$ cat config.mk
export PLATFORM = sky130hd
export DESIGN_NAME = adder_arbiter
export DESIGN_NICKNAME = d
export VERILOG_FILES = /design/src/rtl/adder_arbiter_pkg.sv /design/src/rtl/adder.sv /design/src/rtl/adder_arbiter_rr_arb.sv /design/src/rtl/adder_arbiter.sv
export SDC_FILE = /design/constraint.sdc
export NUM_CORES = 1
export LEC_CHECK = 0
export ABC_AREA = 1
export CAP_MARGIN = 20
export CORE_MARGIN = 5
export CORE_UTILIZATION = 35
export CTS_CLUSTER_DIAMETER = 80
export CTS_CLUSTER_SIZE = 40
export DETAILED_ROUTE_END_ITERATION = 7
export GPL_ROUTABILITY_DRIVEN = 0
export PLACE_DENSITY = 0.78
export SYNTH_ARGS = -nofsm -noshare
export SYNTH_HDL_FRONTEND = slang
export SYNTH_SLANG_ARGS = --single-unit
$ cat constraint.sdc
create_clock -name clk_i -period 1 [get_ports clk_i]
set_input_delay 0.25 -clock clk_i [delete_from_list [all_inputs] [get_ports clk_i]]
set_output_delay 0.25 -clock clk_i [all_outputs]
set_load 0.03 [all_outputs]
$ cat src/rtl/adder_arbiter_pkg.sv
// adder_arbiter_pkg
//   Shared types and helpers for adder_arbiter and its arbiter sub-module.
//   - state_e  : output-stage state (EMPTY / FULL)
//   - id_width : width of a requester index for a given requester count
package adder_arbiter_pkg;

    typedef enum logic {
        EMPTY = 1'b0,
        FULL  = 1'b1
    } state_e;

    // A single requester still needs a 1-bit index so ports never collapse to zero width.
    function automatic int id_width(input int num_req);
        return (num_req > 1) ? $clog2(num_req) : 1;
    endfunction

endpackage

$ cat src/rtl/adder.sv
// adder
//   Plain ripple-carry adder, no carry-in.
//   Ports:
//     in1_i, in2_i [Width]  operands
//     sum_o        [Width]  (in1_i + in2_i) mod 2^Width
//     carry_o               bit Width of the full sum
module adder #(
    parameter int Width = 8
) (
    input  logic [Width-1:0] in1_i,
    input  logic [Width-1:0] in2_i,
    output logic [Width-1:0] sum_o,
    output logic             carry_o
);

    logic [Width:0] carry;

    always_comb begin
        carry = '0;
        sum_o = '0;
        for (int b = 0; b < Width; b++) begin
            sum_o[b]     = in1_i[b] ^ in2_i[b] ^ carry[b];
            carry[b + 1] = (in1_i[b] & in2_i[b]) | (carry[b] & (in1_i[b] ^ in2_i[b]));
        end
    end

    assign carry_o = carry[Width];

endmodule

$ cat src/rtl/adder_arbiter_rr_arb.sv
// rr_arb
//   Combinational one-hot arbiter.
//   Build option ADDER_ARBITER_RR_EN:
//     defined   : round-robin, scan upward from ptr_i with wrap, first valid wins
//     undefined : fixed priority, lowest valid index wins (ptr_i ignored)
//   Ports:
//     req_i   [NumReq]  request vector
//     ptr_i   [IdW]     round-robin start index
//     grant_o [NumReq]  one-hot grant (all zero when no request)
//     idx_o   [IdW]     encoded grant index (0 when no request)
module rr_arb
    import adder_arbiter_pkg::*;
#(
    parameter int NumReq = 4,
    parameter int IdW    = id_width(NumReq)
) (
    input  logic [NumReq-1:0] req_i,
    input  logic [IdW-1:0]    ptr_i,
    output logic [NumReq-1:0] grant_o,
    output logic [IdW-1:0]    idx_o
);

`ifdef ADDER_ARBITER_RR_EN
    int             cand;
    logic [IdW-1:0] cand_idx;

    // Walk offsets from the far end back to the pointer so the closest
    // valid requester (smallest offset) is the last one written and wins.
    always_comb begin
        grant_o  = '0;
        idx_o    = '0;
        cand     = 0;
        cand_idx = '0;
        for (int k = NumReq - 1; k >= 0; k--) begin
            cand = int'(ptr_i) + k;
            if (cand >= NumReq) begin
                cand = cand - NumReq;
            end
            cand_idx = IdW'(cand);
            if (req_i[cand_idx]) begin
                grant_o           = '0;
                grant_o[cand_idx] = 1'b1;
                idx_o             = cand_idx;
            end
        end
    end
`else
    logic unused_ptr;
    assign unused_ptr = ^ptr_i;

    // Downward scan: the lowest valid index is written last and wins.
    always_comb begin
        grant_o = '0;
        idx_o   = '0;
        for (int k = NumReq - 1; k >= 0; k--) begin
            if (req_i[k]) begin
                grant_o    = '0;
                grant_o[k] = 1'b1;
                idx_o      = IdW'(k);
            end
        end
    end
`endif

endmodule

$ cat src/rtl/adder_arbiter.sv
// adder_arbiter
//   Shares one ripple adder between NumReq requesters. One request is granted
//   per cycle; its sum, carry-out and requester index go into a single-entry
//   output register with its own valid/ready handshake.
//   Build option ADDER_ARBITER_RR_EN selects round-robin arbitration
//   (default, undefined: fixed priority, lowest index wins).
//
//   Handshakes (both sides): a transfer happens on a rising clock edge where
//   valid and ready are both high. A source holds valid and its data stable
//   until the transfer and never lets valid depend on ready; ready may depend
//   on valid. req_ready_o may depend combinationally on rsp_ready_i.
//
//   Ports:
//     clk_i, rst_i             clock, asynchronous active-high reset
//     req_valid_i/req_ready_o  per-requester handshake (at most one ready high)
//     req_in1_i, req_in2_i     per-requester operands
//     rsp_valid_o/rsp_ready_i  result handshake
//     rsp_sum_o, rsp_carry_o   registered sum and carry-out
//     rsp_id_o                 index of the requester that produced the result
//     dbg_state_o              output-stage state, for observation only
module adder_arbiter
    import adder_arbiter_pkg::*;
#(
    parameter int Width  = 8,
    parameter int NumReq = 4,
    parameter int IdW    = id_width(NumReq)
) (
    input  logic                         clk_i,
    input  logic                         rst_i,
    input  logic [NumReq-1:0]            req_valid_i,
    output logic [NumReq-1:0]            req_ready_o,
    input  logic [NumReq-1:0][Width-1:0] req_in1_i,
    input  logic [NumReq-1:0][Width-1:0] req_in2_i,
    output logic                         rsp_valid_o,
    input  logic                         rsp_ready_i,
    output logic [Width-1:0]             rsp_sum_o,
    output logic                         rsp_carry_o,
    output logic [IdW-1:0]               rsp_id_o,
    output state_e                       dbg_state_o
);

    state_e            state_q, state_d;
    logic [NumReq-1:0] grant;
    logic [IdW-1:0]    grant_idx;
    logic [IdW-1:0]    ptr;
    logic              space;
    logic              accept;
    logic [Width-1:0]  add_in1, add_in2, add_sum;
    logic              add_carry;
    logic [Width-1:0]  sum_q;
    logic              carry_q;
    logic [IdW-1:0]    id_q;

    rr_arb #(
        .NumReq (NumReq),
        .IdW    (IdW)
    ) u_arb (
        .req_i   (req_valid_i),
        .ptr_i   (ptr),
        .grant_o (grant),
        .idx_o   (grant_idx)
    );

    assign space       = (state_q == EMPTY) || rsp_ready_i;
    // Reset gating keeps requesters from seeing a handshake while state is forced.
    assign req_ready_o = rst_i ? '0 : (grant & {NumReq{space}});
    assign accept      = |(req_valid_i & req_ready_o);

    assign add_in1 = req_in1_i[grant_idx];
    assign add_in2 = req_in2_i[grant_idx];

    adder #(
        .Width (Width)
    ) u_adder (
        .in1_i   (add_in1),
        .in2_i   (add_in2),
        .sum_o   (add_sum),
        .carry_o (add_carry)
    );

`ifdef ADDER_ARBITER_RR_EN
    logic [IdW-1:0] ptr_q, ptr_d;

    always_comb begin
        ptr_d = ptr_q;
        if (accept) begin
            ptr_d = (grant_idx == IdW'(NumReq - 1)) ? '0 : grant_idx + IdW'(1);
        end
    end

    always_ff @(posedge clk_i or posedge rst_i) begin
        if (rst_i) begin
            ptr_q <= '0;
        end else begin
            ptr_q <= ptr_d;
        end
    end

    assign ptr = ptr_q;
`else
    assign ptr = '0;
`endif

    always_comb begin
        state_d = state_q;
        case (state_q)
            EMPTY: begin
                if (accept) begin
                    state_d = FULL;
                end
            end
            FULL: begin
                if (rsp_ready_i) begin
                    state_d = accept ? FULL : EMPTY;
                end
            end
            default: state_d = EMPTY;
        endcase
    end

    always_ff @(posedge clk_i or posedge rst_i) begin
        if (rst_i) begin
            state_q <= EMPTY;
            sum_q   <= '0;
            carry_q <= 1'b0;
            id_q    <= '0;
        end else begin
            state_q <= state_d;
            // accept is only possible when the stage has space, so loading
            // here never overwrites a result that has not been taken.
            if (accept) begin
                sum_q   <= add_sum;
                carry_q <= add_carry;
                id_q    <= grant_idx;
            end
        end
    end

    assign rsp_valid_o = (state_q == FULL);
    assign rsp_sum_o   = sum_q;
    assign rsp_carry_o = carry_q;
    assign rsp_id_o    = id_q;
    assign dbg_state_o = state_q;

endmodule

==> results.md, run 1 <==
* Main flop type after synthesis: dfrtp_1
* Via-to-Cell Ratio at 5.159
* First-pass GRT wire length at 9563 um
* Die Y-Extent at 75.25 um
* Die width at approximately 75 um
* CP Max Fanout at 5
* Worst slew pin tran at 0.1853 ns
* DRT Pass-1 Iters at 5
* Setup WS post-layout at -2.317 ns
* Number of global-route vias before repair at 2182
* Unrepaired setup endpoints after global routing: yes
* Final min period at 3.317 ns
* Status: finished with violations
* Largest net degree at the start of global routing at 17
* Initial Utilization at 36.73%
* Root buffer cell: clkbuf_8
* Pwr/cell area at around 1100 nW/um^2
* Tot GR Track Use at a little over a fifth
* Row cnt at 23
* Share of layout cells above drive strength 1 at 38.44%
* DR iter-0 viols at 111
* Critical path class: input pin to register
* Final Hold Vio Count at 0
* Synth Register Bits at 12
* Antenna violations before repair at 0
* Leak at between 0.0015 and 0.002 uW
* Area Growth Syn to Fin at 117.4%
* Fmax at 301.5 MHz
* Post-Syn Nets at 320
* Post-synth EDFFs at 0
* Setup violators final at 29
* CTS Buf Count at 3
* PortBufs at 87
* CP required at 1.14 ns
* Area of placed instances at 2649 um^2
* Crit path launch type: input pin
* Die area at about 5700 um^2
* H-tree depth at 1
* CTS tree: done
* Max-cap violations at 0
* Max Root-Sink Buffers at 2
* Largest area contributor in the synthesized netlist: nand3_1
* Worst Hold Class: input pin to register
* DR WL/cell at 15.14 um
* Top Ports at 88
* Final hold slack at 0.3756 ns
* Cell area after layout at 3239 um^2
* Post-route ant nets at 0
* Failing checks: setup timing
* Slew HR at between 80 and 90%
* CP arrival at 3.45 ns
* Fin Setup TNS at -16.35 ns
* Clock Latency Late Sink at between 0.2 and 0.25 ns
* Core box area at just over 4000 um^2
* Worst clock skew at 0.005109 ns
* Post-synth ARST share at 100.0%
* WL final at approximately 6600 um
* Yosys warnings at 0
* Register area share after synthesis at 20.15%
* Remaining DRCs at 0
* Reg2Reg Setup Slack at -0.18 ns
* Synth Cell Area at roughly 1500 um^2
* Sink Count at 12
* Vias at 2244
* Clock slew at reported path FFs at 0.05 ns
* Final net count at ~470
* Antenna cell count at 0
* Synth top area cells: nand3_1 (29%), dfrtp_1 (20%), nand2_1 (13%), inv_1 (12%), fa_1 (9.4%)
* DP HPWL at roughly 4400 um
* Core Util, Final at approximately 80%
* Synth top area share at ~29%
* Fin crit share at 331.7%
* Syn_area_per_cell at 6.183 um^2
* IR drop worst, VDD at 0.5241 mV
* Post-Syn Instances at 241
* Worst setup EP type: register
* Post-synth cell types at 21
* Grt total ovfl at 0
* Final slew viol count at 0
[logic make-up (layout without fill, tap and decap cells)]
family,after synthesis,count (layout),synth area share (%)
and+or+nand+nor,153,155,49.87
buffers and inverters,63,205,18.05
DFF,12,12,20.15
adders and majority gates,8,8,10.24
AOI/OAI and AO/OA,5,5,1.679
[area by class of cell]
type / count / area, um^2
timing repair buffer: 151 / 1448
multi-input combinational: 168 / 1187
fill: 277 / 818.3
sequential: 12 / 301.5
inverter: 50 / 195.2
tap: 50 / 62.56
clock buffer: 4 / 45.04
[critical path: stages]
cell and delay, ns:
buf_8 0.10, buf_6 0.11, nor2_4 0.11, inv_2 0.07, nor2_8 0.16, inv_4 0.06
nand3_2 0.07, nand2_2 0.07, ha_4 0.16, fa_2 0.34, fa_2 0.35, fa_2 0.35
inv_2 0.07, fa_2 0.20, fa_2 0.20, fa_2 0.19, inv_2 0.04, fa_1 0.42
nand3_1 0.09, nand2_1 0.04
[flip-flops by register name, summed over array words and instances (netlist names)]
register,count
dbg_state_o,1
rsp_sum_o,8
rsp_carry_o,1
rsp_id_o,2
[power by group]
group | switching, uW | internal (uW)
Clock | 174 | 280
Sequential | 99.8 | 630
Combinational | 1110 | 1180
Total | 1390 | 2090
[cell usage after synthesis, types with 3 or more instances]
cell     number
buf_2         8
dfrtp_1      12
fa_1          7
inv_1        47
inv_2         3
nand2_1      51
nand2_2       4
nand3_1      87
nor2_1        3
o21ai_1       3
[stage by stage]
step,worst slack [ns],power (uW),instances
global route,-2.450,3692,435
global placement,-2.933,2436,398
finish,-2.317,3481,435
CTS,-2.366,3319,429
floorplan,-2.360,1674,241
detailed placement,-3.012,2469,398
[placed cells by master, fill, tap and decap left out, types with 6 or more instances in the layout]
master / Yosys / routed
nand3_1: 87 / 72
dfrtp_1: 12 / 11
buf_4: 2 / 53
buf_6: 2 / 24
nand3_2: 1 / 15
nand2_1: 51 / 42
clkdlybuf4s50_1: 0 / 62
inv_1: 47 / 42
nand2_2: 4 / 8
fa_2: 0 / 6
[path summary, 6_finish.rpt]
check                          startpoint      endpoint  cells after the start
setup / recovery           req_valid_i[0]  rsp_sum_o[7]                     20
hold / removal                rsp_ready_i   dbg_state_o                      2
setup reg to reg              dbg_state_o  rsp_sum_o[1]                      7
hold reg to reg              rsp_sum_o[3]  rsp_sum_o[3]                      2
max in group asynchronous           rst_i  rsp_sum_o[6]                      4
min in group asynchronous           rst_i   dbg_state_o                      3
[layer usage]
| layer | track usage, % | vias up | part of all wire, % |
|---|---|---|---|
| li1 | - | 1054 | - |
| met1 | 24.33 | 1067 | 36 |
| met2 | 40.81 | 104 | 54 |
| met4 | 9.320 | 0 | 2.5 |
| met5 | 0 | - | 0 |
| met3 | 3.872 | 19 | 7.0 |
[what timing repair did]
item                                    CTS  global route
setup buffers                            27            10
resized for setup                        77            19
pin swaps                                27            23
endpoints found under the setup margin   29            29
hold endpoints to repair                  0             1
gates cloned                              2             0
hold buffers                              0             1
(Power assumes the default switching activity.)
==> run 2: changes to the inputs <==
- ABC_AREA: 1 -> default
- CORE_UTILIZATION: 35 -> 32
- PLACE_DENSITY: 0.78 -> 0.77
==> run 2 against run 1 <==
The run still ends with setup timing left. Hold slack worse by 0.015 ns. Die area down 6.9%. Sequential cell count is the same. Synthesized area shrank 16%. Utilization fell by 11 points. Final area shrank 21%. Clock power increased by 14%. Synthesized cell count fell by 60%. First-iteration DRC count shrank 86%. Critical path depth fell by 5. Critical endpoint unchanged. Setup slack got worse by 0.36 ns. Largest power group unchanged.
==> results.md, run 2 <==
* Final slew viol count at 0
* Vias at around 1200
* Via-to-Cell Ratio at 4.655
* Antenna violations before repair at 0
* Synth Register Bits at 12
* Post-synth cell types at 25
* DP HPWL at around 3300 um
* Fin crit share at 368.1%
* Sink Count at 12
* First-pass GRT wire length at 6127 um
* Post-route ant nets at 0
* Clock slew at reported path FFs at about 0.050 ns
* Fill count at 261
* Status: finished with violations
* Post-synth ARST share at 100.0%
* Synth top area cells: mux4_1 (27%), dfrtp_1 (24%), fa_1 (11%), inv_1 (9.0%), mux2_2 (5.4%)
* Setup WS post-layout at -2.681 ns
* Row cnt at 22
* Tot GR Track Use at 14.78%
* Top delay family on crit path: adder cells
* Leak at 0.001172 uW
* Share of layout cells above drive strength 1 at 43.66%
* Final min period at 3.681 ns
* Die width at between 70 and 80 um
* Most used cell along the critical path: fa_2
* Buf/Inv on CP at 3
* Most common cell after layout, fill and taps aside: clkdlybuf4s50_1
* WL final at 3889 um
* Die Y-Extent at 72.63 um
* Slowest-stage cell, CP: mux4_2
* DR iter-0 viols at 16
* Main flop type after synthesis: dfrtp_1
* CP required at between 1 and 1.5 ns
* DR WL/cell at 14.90 um
* Pre-CTS setup slack at -3.453 ns
* FF/Latch Area at 301.5 um^2
* Register area share after synthesis at around a quarter
* Yosys warnings at 0
* PortBufs at 87
* Fmax at around 270 MHz
* Initial Utilization at 33.52%
* Largest net degree at the start of global routing at 13
* CP Max Fanout at 3
* Pwr/cell area at 1333 nW/um^2
* Post-Syn Instances at between 90 and 100
* Slew HR at 82.29%
* Commonest non-fill, non-tap cells in the layout: clkdlybuf4s50_1 (64), inv_1 (28), buf_4 (25), buf_6 (22), dfrtp_1 (11)
* Post-Syn Nets at 176
* Final net count at 293
* Root buffer cell: clkbuf_8
* Post-synth EDFFs at 0
* Max Root-Sink Buffers at 2
* Remaining DRCs at 0
* Area of the multi-input gates at 908.4 um^2
* Failing checks: setup timing
* Top Ports at between 80 and 90
* IR drop worst, VDD at 0.5153 mV
* Synth Cell Area at approximately 1300 um^2
* Critical path class: input pin to register
* Top post-synthesis cells by count: inv_1 (30), mux4_1 (13), dfrtp_1 (12)
* Worst slew pin tran at 0.2646 ns
* Number of flip-flops in the largest register at 8
* Largest area contributor in the synthesized netlist: mux4_1
* Synth top area share at 27.22%
* Placed cells at 244
* Number of global-route vias before repair at 1379
* Clock Latency Late Sink at 0.24 ns
* Area Growth Syn to Fin at 104.8%
* CTS Buf Count at 3
* Worst Hold Class: input pin to async pin
* Post-Layout Cell Count at between 200 and 300
* Max-cap violations at 0
* Max stage delay on crit path at roughly 0.56 ns
* Core Util, Final at 68.65%
* Antenna cell count at 0
* H-tree depth at 1
* CP arrival at 3.81 ns
* Crit path cell chain: buf_8 > nand2b_4 > a21oi_4 > mux4_2 > ha_4 > fa_2 > fa_2 > fa_2 > inv_2 > fa_2 > fa_2 > fa_2 > inv_2 > fa_2 > mux2_2
* Unrepaired setup endpoints after global routing: yes
* CTS tree: done
* Core box area at 3744 um^2
* Final Hold Vio Count at 0
* Crit path launch type: input pin
* Most frequent cell after synthesis: inv_1
* Worst setup EP type: register
* Syn_area_per_cell at roughly 13 um^2
* Setup violators final at 29
* Grt total ovfl at 0
* DRT Pass-1 Iters at 2
* Worst clock skew at 0.003624 ns
* Die area at ~5300 um^2
-- run 2: changes by cell type in the layout (fill, tap and decap cells not counted), sizes merged, moves of 3 or more --
cell,previous run,this run
mux2i,0,3
mux4,0,16
buf,84,50
nand3,89,0
inv,50,31
nor2,7,3
nand2,57,0
o21ai,5,0
mux2,0,7
-- run 2: final timing paths --
| kind | slack, ns | from | endpoint | cells after the start |
|---|---|---|---|---|
| max | -2.68 | req_valid_i[2] | rsp_sum_o[7] | 15 |
| min | 0.36 | rst_i | rsp_sum_o[3] | 4 |
| max reg2reg | -0.48 | dbg_state_o | rsp_sum_o[1] | 5 |
| min reg2reg | 0.53 | rsp_sum_o[4] | rsp_sum_o[4] | 2 |
| max in group asynchronous | 0.50 | rst_i | dbg_state_o | 4 |
| min in group clk_i | 0.53 | rsp_sum_o[4] | rsp_sum_o[4] | 2 |
-- run 2: metal layers --
layer	GRT usage (%)	part of all wire, %	vias to the layer above
met2	29.16	55	62
met3	3.857	9.6	8
met5	0	0	-
met4	2.869	1.5	0
met1	15.53	34	574
li1	-	-	571
-- run 2: cell type report --
type / count / share of cell area [%]
clock buffers: 4 / 2.142
inverters: 31 / 4.528
multi-input cells: 50 / 35.35
flip-flops and latches: 12 / 11.73
well taps: 48 / 2.337
repair buffers: 116 / 43.91
-- run 2: worst min-delay path, cell delays in order --
cell	delay, ns
dlygate4sd2_1	0.30
buf_4	0.17
inv_1	0.06
buf_4	0.14
-- run 2: metrics by stage --
stage / TNS [ns] / hold WS (ns) / power (uW) / cell area [um^2]
floorplan: -20.35 / 0.1146 / 1749 / 1328
global route: -20.83 / 0.4064 / 3623 / 2570
detailed placement: -28.09 / 0.4860 / 2575 / 2295
finish: -19.56 / 0.3602 / 3425 / 2570
global placement: -27.34 / 0.4829 / 2508 / 2295
CTS: -20.43 / 0.3556 / 3417 / 2511
-- run 2: timing repair --
action / in CTS / in global routing
buffers inserted: 7 / 5
cloned: 1 / 0
resized for setup: 51 / 7
setup endpoints to repair: 29 / 29
pin swaps: 11 / 10
hold buffers: 0 / 0
-- run 2: report_power, final --
group	switching, uW	internal (uW)	leakage (uW)
logic	900	1180	0.00100
clock network	173	347	0.0000288
registers	149	675	0.000140
-- run 2: cell families (layout without fill, tap and decap cells) --
group	count (synthesis)	count (layout)	share of synthesized area [%]
AOI/OAI and AO/OA	3	3	2.991
adders and majority gates	8	8	12.16
buffers and inverters	35	151	12.56
DFF	12	12	23.93
muxes	26	26	41.28
and+or+nand+nor	13	13	7.080
==> run 3: changes to the inputs <==
- SLEW_MARGIN: default -> 40
==> results of run 3 <==
No change in the layout: final DEF, timing and power equal those of run 2.
